$ cat src/rtl/serial_add_ctrl.sv
// Nibble-serial 16-bit adder/subtractor: one 4-bit slice reused over four RUN cycles,
// LSB nibble first, then a single-cycle DONE that pulses done.
module serial_add_ctrl (
  input  logic        clk,
  input  logic        rst_n,
  input  logic        start,
  input  logic        sub,
  input  logic [15:0] a,
  input  logic [15:0] b,
  output logic        busy,
  output logic        done,
  output logic [15:0] sum,
  output logic        cout,
  output logic        ovf
);

  typedef enum logic [1:0] {IDLE, RUN, DONE} state_e;

  state_e      state_q, state_d;
  logic [15:0] a_q, a_d, b_q, b_d, sum_q, sum_d;
  logic [1:0]  idx_q, idx_d;
  logic        carry_q, carry_d, cout_q, cout_d, ovf_q, ovf_d;

  logic [3:0]  a_nib, b_nib, s_nib;
  logic        c_out, c_msb;

  // The single shared add slice; c_msb recovers the carry into the nibble's top bit.
  always_comb begin
    a_nib          = a_q[{idx_q, 2'b00} +: 4];
    b_nib          = b_q[{idx_q, 2'b00} +: 4];
    {c_out, s_nib} = {1'b0, a_nib} + {1'b0, b_nib} + {4'b0000, carry_q};
    c_msb          = a_nib[3] ^ b_nib[3] ^ s_nib[3];
  end

  // NOTE: every signal gets its hold value first, so no path through the case leaves one unassigned (no latches).
  always_comb begin
    state_d = state_q;
    a_d     = a_q;
    b_d     = b_q;
    sum_d   = sum_q;
    idx_d   = idx_q;
    carry_d = carry_q;
    cout_d  = cout_q;
    ovf_d   = ovf_q;
    unique case (state_q)
      IDLE: begin
        if (start) begin
          a_d     = a;
          b_d     = sub ? ~b : b;
          carry_d = sub;
          idx_d   = 2'd0;
          state_d = RUN;
        end
      end
      RUN: begin
        sum_d[{idx_q, 2'b00} +: 4] = s_nib;
        carry_d = c_out;
        idx_d   = idx_q + 2'd1;
        if (idx_q == 2'd3) begin
          cout_d  = c_out;
          ovf_d   = c_msb ^ c_out;
          state_d = DONE;
        end
      end
      DONE:    state_d = IDLE;
      default: state_d = IDLE;
    endcase
  end

  // NOTE: sequential state uses non-blocking assignments only, so every flop samples pre-edge values.
  always_ff @(posedge clk) begin
    if (!rst_n) begin
      state_q <= IDLE;
      sum_q   <= '0;
      idx_q   <= '0;
      carry_q <= 1'b0;
      cout_q  <= 1'b0;
      ovf_q   <= 1'b0;
    end else begin
      state_q <= state_d;
      sum_q   <= sum_d;
      idx_q   <= idx_d;
      carry_q <= carry_d;
      cout_q  <= cout_d;
      ovf_q   <= ovf_d;
    end
  end

  // NOTE: operand registers are left unreset; they are always loaded before RUN reads them.
  always_ff @(posedge clk) begin
    a_q <= a_d;
    b_q <= b_d;
  end

  assign busy = (state_q != IDLE);
  assign done = (state_q == DONE);
  assign sum  = sum_q;
  assign cout = cout_q;
  assign ovf  = ovf_q;

endmodule

$ cat config.mk
export PLATFORM = sky130hd
export DESIGN_NAME = serial_add_ctrl
export DESIGN_NICKNAME = d
export VERILOG_FILES = /design/src/rtl/serial_add_ctrl.sv
export SDC_FILE = /design/constraint.sdc
export NUM_CORES = 1
export LEC_CHECK = 0
export BUFFER_PORTS_ARGS = -buffer_cell sky130_fd_sc_hd__buf_2
export CORE_MARGIN = 2
export CORE_UTILIZATION = 55
export CTS_BUF_LIST = sky130_fd_sc_hd__clkbuf_4
export DETAILED_ROUTE_END_ITERATION = 8
export PLACE_DENSITY = 0.81
export SKIP_CTS_REPAIR_TIMING = 1
export SYNTH_ARGS = -nofsm -noshare
export SYNTH_HDL_FRONTEND = slang
export SYNTH_SLANG_ARGS = --single-unit
$ cat constraint.sdc
create_clock -name clk -period 5 [get_ports clk]
set_input_delay 0.25 -clock clk [delete_from_list [all_inputs] [get_ports clk]]
set_output_delay 0.25 -clock clk [all_outputs]
set_load 0.02 [all_outputs]
==> results.cfg, run 1 <==
[run_status]
status = complete, no violations

[cells_and_area]
nFillCells = 332
drive_above_1_share_pct = 34.7
layout_commonest_cell = buf_2
area_delta_synth_final_pct = 15.2
diodes = 0
layout_common_cells = buf_2 (55), edfxtp_1 (32), dfxtp_1 (23)
final_cell_area_um2 = 2890
nets = 282

[sta]
setup_slack_ps = 1800
max_freq_mhz = 313
period_share_pct = 64.0
rsz0062_at_grt = false
fin_setup_tns_ps = 0
worst_pin_slew_ps = 887
finalHoldViolations = 0
fin_skew_ps = 17.0
report.final.slew_viol_count = 0
fin_crit_ps = 3200
finalSetupViolCount = 0
timing.hold.ws_ps = 41.2
slew_headroom_pct = 40.8

[floorplan]
die-area_um2 = 5120
fp.coreArea_um2 = 4380
die_h_um = 71.5
row_count = 24
ios = 56
start_util_pct = 57.2
dieWidth_um = 71.5

[synthesis]
yosysSeqAreaShare_pct = 56.7
yosysWarningCount = 0
netlist_instances = 179
yosys.area.top_type_share_pct = 38.3
synth_edf_count = 32
yosys.area.top_type = edfxtp_1
synth_seq_cells = 55
syn_area_um2 = 2510
netlist-cell-type-count = 37
synth_area_leaders = edfxtp_1 (38%), dfxtp_1 (18%), mux4_2 (7.2%), xor2_1 (6.3%), ha_1 (4.5%)
syn_nets = 226
synth_flop_cell = edfxtp_1
synth-async-reset-ratio_pct = 0
avgSynthCellArea_um2 = 14.0

[global_route]
first_global_vias = 1585
grt_pass1_wl_mm = 7.39
grt_remaining_overflow = 0
grtUsageTotal_pct = 18.4
grt_max_degree = 37
grt_antenna_before_repair = 0

[power_and_ir_drop]
switching_share_pct = 26.3
comb_power_share_pct = 17.4
peakVddDrop_uv = 182
power_frac_seq_pct = 60.0
intPower_mw = 0.643
switching_power_mw = 0.230
leakage_nw = 1.16
power_per_cell_area_nw_per_um2 = 302
power_frac_clock_pct = 22.6
total_power_mw = 0.873

[critical_path]
r2r_cells = 7
cp.arrival_ps = 3460
ff2ff_setup_slack_ps = 1800
critPathSlowestCell = dfxtp_1
critPathCaptureType = flip-flop
path_max_fanout = 18
cp_top_family = flip-flops
critPathLaunchType = flip-flop
slowest_delay_ps = 940
cp-endpoint = ovf$_SDFFE_PN0P_
startpoint = idx_q[0]$_SDFFE_PN0P_
path_class = reg -> reg
required_ps = 5260
cp.depth = 7
reg2reg_from = idx_q[0]$_SDFFE_PN0P_
crit_chain = mux4_2 > fa_1 > fa_1 > a21o_1 > a21oi_1 > xor2_1 > a21oi_1
worstPathBufferInverterCount = 0
r2r-end = ovf$_SDFFE_PN0P_

[clock_network]
clock_latency_ps = 370
cts_tree = built
h-tree-depth = 2
clkTransAtPathRegs_ps = 160
cts_inserted_buffers = 5
clk_path_buf_depth = 2
clkSinkCount = 55
clockRootBuffer = clkbuf_4

[route]
routedWlPerCell_um = 14.7
vias_per_cell = 5.35
drt-total-wl_mm = 4.22
dr_wl_met2_mm = 2.19
top_layer_used = met4
wl_met1_mm = 1.79
drtPass1Iterations = 4
antenna_left = 0
route.vias.total = 1542
wl_met3_um = 212
drc = 0
dr.first_iter.drc_count = 88

[worst_hold_path]
hold_path_class = in -> reg

[placed_design]
place_ws_ps = 1800
place_area_um2 = 2830
place_congestion = 0.813
port_buffers = 55
dp_hpwl_mm = 3.18

[run]
cap_violations = 0
synthesized netlist by cell type, drive strengths merged, types with 3 or more instances:
| master | instances |
|---|---|
| a21oi | 4 |
| buf | 4 |
| xor2 | 18 |
| nand2 | 10 |
| edfxtp | 32 |
| mux4 | 8 |
| nor2 | 6 |
| a22oi | 12 |
| o21ai | 5 |
| nor4b | 3 |
| nor2b | 15 |
| dfxtp | 23 |
| ha | 9 |
| clkbuf | 3 |
worst min-delay path by stage:
stage	startpoint	to	slack (ps)	cells after the start
2_1_floorplan	a[0]	a_q[0]$_DFFE_PP_	350	0
3_3_place_gp	a[15]	a_q[15]$_DFFE_PP_	430	1
3_5_place_dp	a[15]	a_q[15]$_DFFE_PP_	430	1
4_1_cts	a[15]	a_q[15]$_DFFE_PP_	30	1
5_1_grt	a[13]	a_q[13]$_DFFE_PP_	10	1
6_report	a[12]	a_q[12]$_DFFE_PP_	40	1
metrics by stage:
step	util (%)	std cells
after floorplan	-	179
after global placement	64.5	280
after detailed placement	64.5	280
after CTS	65.9	288
after global routing	65.9	288
final	65.9	288
power groups by stage:
stage	logic [mW]	clock network [mW]	registers, mW
floorplan	0.111	0	0.531
global placement	0.149	0	0.533
detailed placement	0.153	0	0.535
CTS	0.153	0.202	0.524
global route	0.168	0.222	0.527
finish	0.152	0.197	0.523
sequential cells by signal, indices dropped and copies added, names as in the netlist:
name     cells
a_q         16
b_q         16
sum         16
idx_q        2
state_q      2
carry_q      1
cout         1
ovf          1
kinds of logic after synthesis:
kind of cell / Yosys count / synth area share (%)
DFF: 55 / 56.7
and+or+nand+nor: 46 / 13.1
AOI/OAI and AO/OA: 32 / 9.03
xor gates and xnor gates: 18 / 6.29
adders and majority gates: 11 / 6.09
buffers and inverters: 9 / 1.65
muxes: 8 / 7.19
per-layer routing:
metal | up-vias | track usage [%]
met4 | 0 | 4.19
met5 | - | 0
li1 | 767 | -
met1 | 727 | 23.7
met3 | 5 | 4.50
met2 | 43 | 31.7
layout make-up:
class | count | area, um2 | area share [%]
flip-flops and latches | 55 | 1420 | 49.2
multi-input cells | 115 | 1050 | 36.4
repair buffers | 56 | 283 | 9.79
well taps | 52 | 65.1 | 2.25
clock buffers | 7 | 52.6 | 1.82
clock inverters | 1 | 7.51 | 0.260
inverters | 2 | 7.51 | 0.260
(Power assumes the default switching activity.)
==> run 2, diff against run 1 <==
--- a/config.mk
+++ b/config.mk
@@ -5,6 +5,7 @@
 export SDC_FILE = /design/constraint.sdc
 export NUM_CORES = 1
 export LEC_CHECK = 0
+export ABC_AREA = 1
 export BUFFER_PORTS_ARGS = -buffer_cell sky130_fd_sc_hd__buf_2
 export CORE_MARGIN = 2
 export CORE_UTILIZATION = 55
==> constraint.sdc (replaced) <==
create_clock -name clk -period 3.12 [get_ports clk]
set_input_delay 0.156 -clock clk [delete_from_list [all_inputs] [get_ports clk]]
set_output_delay 0.156 -clock clk [all_outputs]
set_load 0.02 [all_outputs]
==> run 2 against run 1 <==
  * Total power is 67% higher
  * Clock-buffer cell count stayed put
  * Sequential share of layout area is 2.5 points lower
  * Maximum frequency is 13% higher
  * Die area is 0.61% lower
  * Clock power is 61% higher
  * Synthesized area is 0.65% lower
  * Cell area is 5.4% higher
  * Critical endpoint is now sum[14]$_SDFFE_PN0P_
  * Largest power group unchanged
  * Highest routed layer unchanged
==> results.cfg, run 2 <==
[synthesis]
synth-adder-area-share_pct = 6.13
yosys.area.top_type = edfxtp_1
synth_most_common_cell = nand2_1
synth-async-reset-ratio_pct = 0
synth_area_leaders = edfxtp_1 (39%), dfxtp_1 (18%), xor2_1 (6.0%), nand2_1 (5.9%), ha_1 (4.5%)
netlist_instances = 245
synth-simple-area-share_pct = 16.2
synth_top_family_by_area = simple AND/OR/NAND/NOR gates
synth_commonest_cells = nand2_1 (39), edfxtp_1 (32), nor2_1 (29)
synth_edf_count = 32
yosysSeqAreaShare_pct = 57.1
synth_xor_area_share_pct = 5.98
syn_nets = 292
yosys.area.top_type_share_pct = 38.6
netlist-cell-type-count = 27
yosysWarningCount = 0
synth_flop_cell = edfxtp_1
synthMuxAreaShare_pct = 0
syn_area_um2 = 2490
synth_seq_cells = 55
synth_compound_area_share_pct = 10.8
avgSynthCellArea_um2 = 10.2

[placed_design]
place_congestion = 0.850
numPlacedInstances = 347
dp_hpwl_mm = 3.38
port_buffers = 55

[critical_path]
critPathLaunchType = flip-flop
cp.arrival_ps = 3160
path_class = reg -> reg
r2r_cells = 10
critPathCaptureType = flip-flop
path_max_fanout = 13
ff2ff_setup_slack_ps = 280
reg2reg_from = idx_q[0]$_SDFFE_PN0P_
r2r-end = sum[14]$_SDFFE_PN0P_
required_ps = 3450

[floorplan]
row_count = 24
die-area_um2 = 5080
dieWidth_um = 71.3
fp.coreArea_um2 = 4350
start_util_pct = 57.2
ios = 56
die_h_um = 71.3

[global_route]
grt_pass1_wl_mm = 7.80
grt_antenna_before_repair = 0
grt_remaining_overflow = 0
first_global_vias = 1780
grtUsageTotal_pct = 19.8
grt_max_degree = 36

[power_and_ir_drop]
intPower_mw = 1.04
power_per_cell_area_nw_per_um2 = 478
comb_power_share_pct = 20.9
switching_power_mw = 0.415
leakage_nw = 1.28
peakVddDrop_uv = 276
switching_share_pct = 28.6
power_frac_clock_pct = 21.8
power_frac_seq_pct = 57.3

[clock_network]
clockRootBuffer = clkbuf_4
clk_path_buf_depth = 2
clkTransAtPathRegs_ps = 150
clkSinkCount = 55
cts_tree = built
h-tree-depth = 2
clock_latency_ps = 380
cts_inserted_buffers = 5

[cells_and_area]
area_delta_synth_final_pct = 22.1
drive_above_1_share_pct = 24.1
diodes = 0
layout_common_cells = buf_2 (55), nand2_1 (39), edfxtp_1 (32)
nets = 365
layout_commonest_cell = buf_2
nFillCells = 330
layoutNonFillerInstCount = 371

[route]
drc = 0
dr.first_iter.drc_count = 104
drtPass1Iterations = 4
antenna_left = 0
drt-total-wl_mm = 4.89
vias_per_cell = 5.22
routedWlPerCell_um = 13.2
route.vias.total = 1937

[sta]
fin_skew_ps = 14.8
fin_setup_tns_ps = 0
finalSetupViolCount = 0
slew_headroom_pct = 58.9
fin_crit_ps = 2840
worst_pin_slew_ps = 615
report.final.slew_viol_count = 0
rsz0062_at_grt = false
max_freq_mhz = 353
period_share_pct = 90.9
finalHoldViolations = 0

[worst_hold_path]
hold_end = state_q[0]$_SDFFE_PN0P_
hold_path_class = in -> reg
min_path_cells = 2
min_from = rst_n

[run_status]
status = complete, no violations

[run]
cap_violations = 0
[run 2: cell count changes in the layout (fill, tap and decap cells not counted), moves of 9 or more]
cell	delta
nand3_1	+9
inv_1	+11
nor2_1	+22
dlygate4sd3_1	+16
nor2b_1	-15
nand2_1	+29
o21ai_0	+14
a21oi_1	+12
[run 2: critical path, stage by stage, from the launching register on]
cell and delay [ps]:
dfxtp_1 640, inv_1 200, o21ai_0 240, o22ai_1 120, fa_1 460, fa_1 420, xor2_1 270, nand2_1 80
nor2_1 180, a22oi_1 90, nor2_1 90
[run 2: cell families (layout without fill, tap and decap cells)]
family                     after synthesis  after routing
and+or+nand+nor                         90             90
DFF                                     55             55
AOI/OAI and AO/OA                       48             48
buffers and inverters                   24             98
xor gates and xnor gates                17             17
adders and majority gates               11             11
[run 2: worst max-delay path by stage]
stage	endpoint	slack, ps	cells after the start	from
floorplan	a_q[0]$_DFFE_PP_	600	3	state_q[1]$_SDFFE_PN0P_
global placement	sum[6]$_SDFFE_PN0P_	560	10	idx_q[0]$_SDFFE_PN0P_
detailed placement	sum[14]$_SDFFE_PN0P_	370	10	idx_q[0]$_SDFFE_PN0P_
CTS	sum[14]$_SDFFE_PN0P_	350	10	idx_q[0]$_SDFFE_PN0P_
global route	sum[14]$_SDFFE_PN0P_	80	10	idx_q[0]$_SDFFE_PN0P_
finish	sum[14]$_SDFFE_PN0P_	280	10	idx_q[0]$_SDFFE_PN0P_
[run 2: metal layers]
| layer | up-vias | track usage [%] | wire [um] |
|---|---|---|---|
| met1 | 886 | 23.8 | 2170 |
| met3 | 6 | 5.49 | 259 |
| met5 | - | 0 | 0 |
| li1 | 980 | - | - |
| met2 | 65 | 33.4 | 2410 |
| met4 | 0 | 8.18 | 51 |
[run 2: cell type report]
| type | instances | area (um2) | share of cell area [%] |
|---|---|---|---|
| Sequential cell | 55 | 1420 | 46.7 |
| Multi-Input combinational cell | 166 | 977 | 32.1 |
| Timing Repair Buffer | 75 | 465 | 15.3 |
| Tap cell | 52 | 65.1 | 2.14 |
| Inverter | 15 | 56.3 | 1.85 |
| Clock buffer | 7 | 52.6 | 1.73 |
| Clock inverter | 1 | 5.00 | 0.164 |
[run 2: power by group through the flow]
| stage | Sequential, mW | Clock, mW | Combinational [mW] |
|---|---|---|---|
| final | 0.833 | 0.318 | 0.304 |
| after global routing | 0.838 | 0.349 | 0.338 |
| after global placement | 0.848 | 0 | 0.274 |
| after CTS | 0.833 | 0.319 | 0.286 |
| after detailed placement | 0.850 | 0 | 0.286 |
| after floorplan | 0.850 | 0 | 0.199 |
[run 2: through the flow]
stage                     hold WS (ps)  instance area [um2]  power (mW)  setup slack (ps)  utilization, %
after floorplan                    255                 2490        1.05               598               -
after global placement             333                 2830        1.12               558            64.9
after detailed placement           335                 2830        1.14               366            64.9
after CTS                        -61.0                 2880        1.44               351            66.2
after global routing              18.7                 3040        1.53              79.3            69.9
final                             30.7                 3040        1.45               285            69.9
==> run 3, diff against run 2 <==
==> constraint.sdc (replaced) <==
create_clock -name clk -period 3.12 [get_ports clk]
set_input_delay 0.624 -clock clk [delete_from_list [all_inputs] [get_ports clk]]
set_output_delay 0.624 -clock clk [all_outputs]
set_load 0.02 [all_outputs]
==> run 3 against run 2 <==
  * Register-to-register slack about the same
  * Cell area decreased by 5.3%
  * Worst setup slack got worse by 1.7 ps
  * Flip-flop and latch count unchanged
  * First-iteration DRC count unchanged
  * Combinational power decreased by 6%
  * Global-route usage unchanged
  * Clock power about the same
  * Non-clock buffer count decreased by 16
  * Cell count decreased by 4.3%
  * Clock skew about the same
==> results.cfg, run 3 (synthesis results as in run 2) <==
[clock_network]
h-tree-depth = 2
cts_tree = built
clock_latency_ps = 380
clkTransAtPathRegs_ps = 150
clk_path_buf_depth = 2
clkSinkCount = 55
clockRootBuffer = clkbuf_4
cts_inserted_buffers = 5

[sta]
fin_setup_tns_ps = 0
fin_skew_ps = 14.8
finalSetupViolCount = 0
report.final.slew_viol_count = 0
slew_headroom_pct = 58.8
period_share_pct = 90.9
setup_slack_ps = 283
max_freq_mhz = 352
worst_pin_slew_ps = 617
rsz0062_at_grt = false
finalHoldViolations = 0
fin_crit_ps = 2840

[floorplan]
fp.coreArea_um2 = 4350
dieWidth_um = 71.3
row_count = 24
die-area_um2 = 5080
ios = 56
die_h_um = 71.3
start_util_pct = 57.2

[critical_path]
critPathSlowestCell = dfxtp_1
critPathLaunchType = flip-flop
required_ps = 3450
worstPathBufferInverterCount = 1
ff2ff_setup_slack_ps = 280
slowest_delay_ps = 640
r2r_cells = 10
path_class = reg -> reg
cp_top_family = adder cells
reg2reg_from = idx_q[0]$_SDFFE_PN0P_
critPathCaptureType = flip-flop
r2r-end = sum[14]$_SDFFE_PN0P_
path_max_fanout = 13
cp.arrival_ps = 3170
crit_chain = inv_1 > o21ai_0 > o22ai_1 > fa_1 > fa_1 > xor2_1 > nand2_1 > nor2_1 > a22oi_1 > nor2_1

[cells_and_area]
area_delta_synth_final_pct = 15.7
layoutNonFillerInstCount = 355
multi_input_area_um2 = 977
layout_common_cells = buf_2 (55), nand2_1 (39), edfxtp_1 (32)
ff_latch_area_um2 = 1420
fin_util_pct = 66.2
drive_above_1_share_pct = 25.4
diodes = 0
layout_commonest_cell = buf_2
nets = 349
nFillCells = 350

[route]
drt-total-wl_mm = 4.65
routedWlPerCell_um = 13.1
drc = 0
vias_per_cell = 5.28
antenna_left = 0
dr.first_iter.drc_count = 104
drtPass1Iterations = 4
route.vias.total = 1875

[placed_design]
place_congestion = 0.850
dp_hpwl_mm = 3.38
numPlacedInstances = 347
port_buffers = 55
place_ws_ps = 366

[power_and_ir_drop]
power_per_cell_area_nw_per_um2 = 499
total_power_mw = 1.44
leakage_nw = 1.22
peakVddDrop_uv = 282

[worst_hold_path]
hold_end = a_q[2]$_DFFE_PP_
hold_path_class = in -> reg
min_from = a[2]
min_path_cells = 1

[global_route]
first_global_vias = 1780
grt_antenna_before_repair = 0
grt_pass1_wl_mm = 7.80
grt_max_degree = 36
grtUsageTotal_pct = 19.8
grt_remaining_overflow = 0

[run]
cap_violations = 0

[run_status]
status = complete, no violations
## run 3: cell types whose count changed in the layout (fill, tap and decap cells not counted)
| cell | before | now |
|---|---|---|
| dlygate4sd3_1 | 16 | 0 |
## run 3: how the worst max path moves through the flow
stage	startpoint	endpoint	cells past startpoint
final	idx_q[0]$_SDFFE_PN0P_	sum[14]$_SDFFE_PN0P_	10
after global routing	idx_q[0]$_SDFFE_PN0P_	sum[14]$_SDFFE_PN0P_	10
after CTS	idx_q[0]$_SDFFE_PN0P_	sum[14]$_SDFFE_PN0P_	10
after detailed placement	idx_q[0]$_SDFFE_PN0P_	sum[14]$_SDFFE_PN0P_	10
after global placement	idx_q[0]$_SDFFE_PN0P_	sum[6]$_SDFFE_PN0P_	10
after floorplan	start	a_q[0]$_DFFE_PP_	2
## run 3: metal layers
layer | track usage, % | vias up | wire length [um]
li1 | - | 947 | -
met1 | 23.8 | 861 | 2080
met4 | 8.18 | 0 | 34
met3 | 5.49 | 4 | 254
met5 | 0 | - | 0
met2 | 33.4 | 63 | 2280
## run 3: power breakdown
group	internal [mW]	leakage, nW	total (mW)	switching (mW)
registers	0.816	0.492	0.833	0.0171
logic	0.104	0.688	0.287	0.183
clock network	0.106	0.0361	0.317	0.211
## run 3: layout make-up
| class | instances | share of cell area [%] |
|---|---|---|
| Sequential cell | 55 | 49.3 |
| Clock inverter | 1 | 0.174 |
| Inverter | 15 | 1.95 |
| Tap cell | 52 | 2.26 |
| Multi-Input combinational cell | 166 | 33.9 |
| Clock buffer | 7 | 1.82 |
| Timing Repair Buffer | 59 | 10.6 |
## run 3: through the flow
step	hold slack [ps]	cell area (um2)
2_1_floorplan	488	2490
3_3_place_gp	451	2830
3_5_place_dp	453	2830
4_1_cts	407	2880
5_1_grt	386	2880
6_report	413	2880
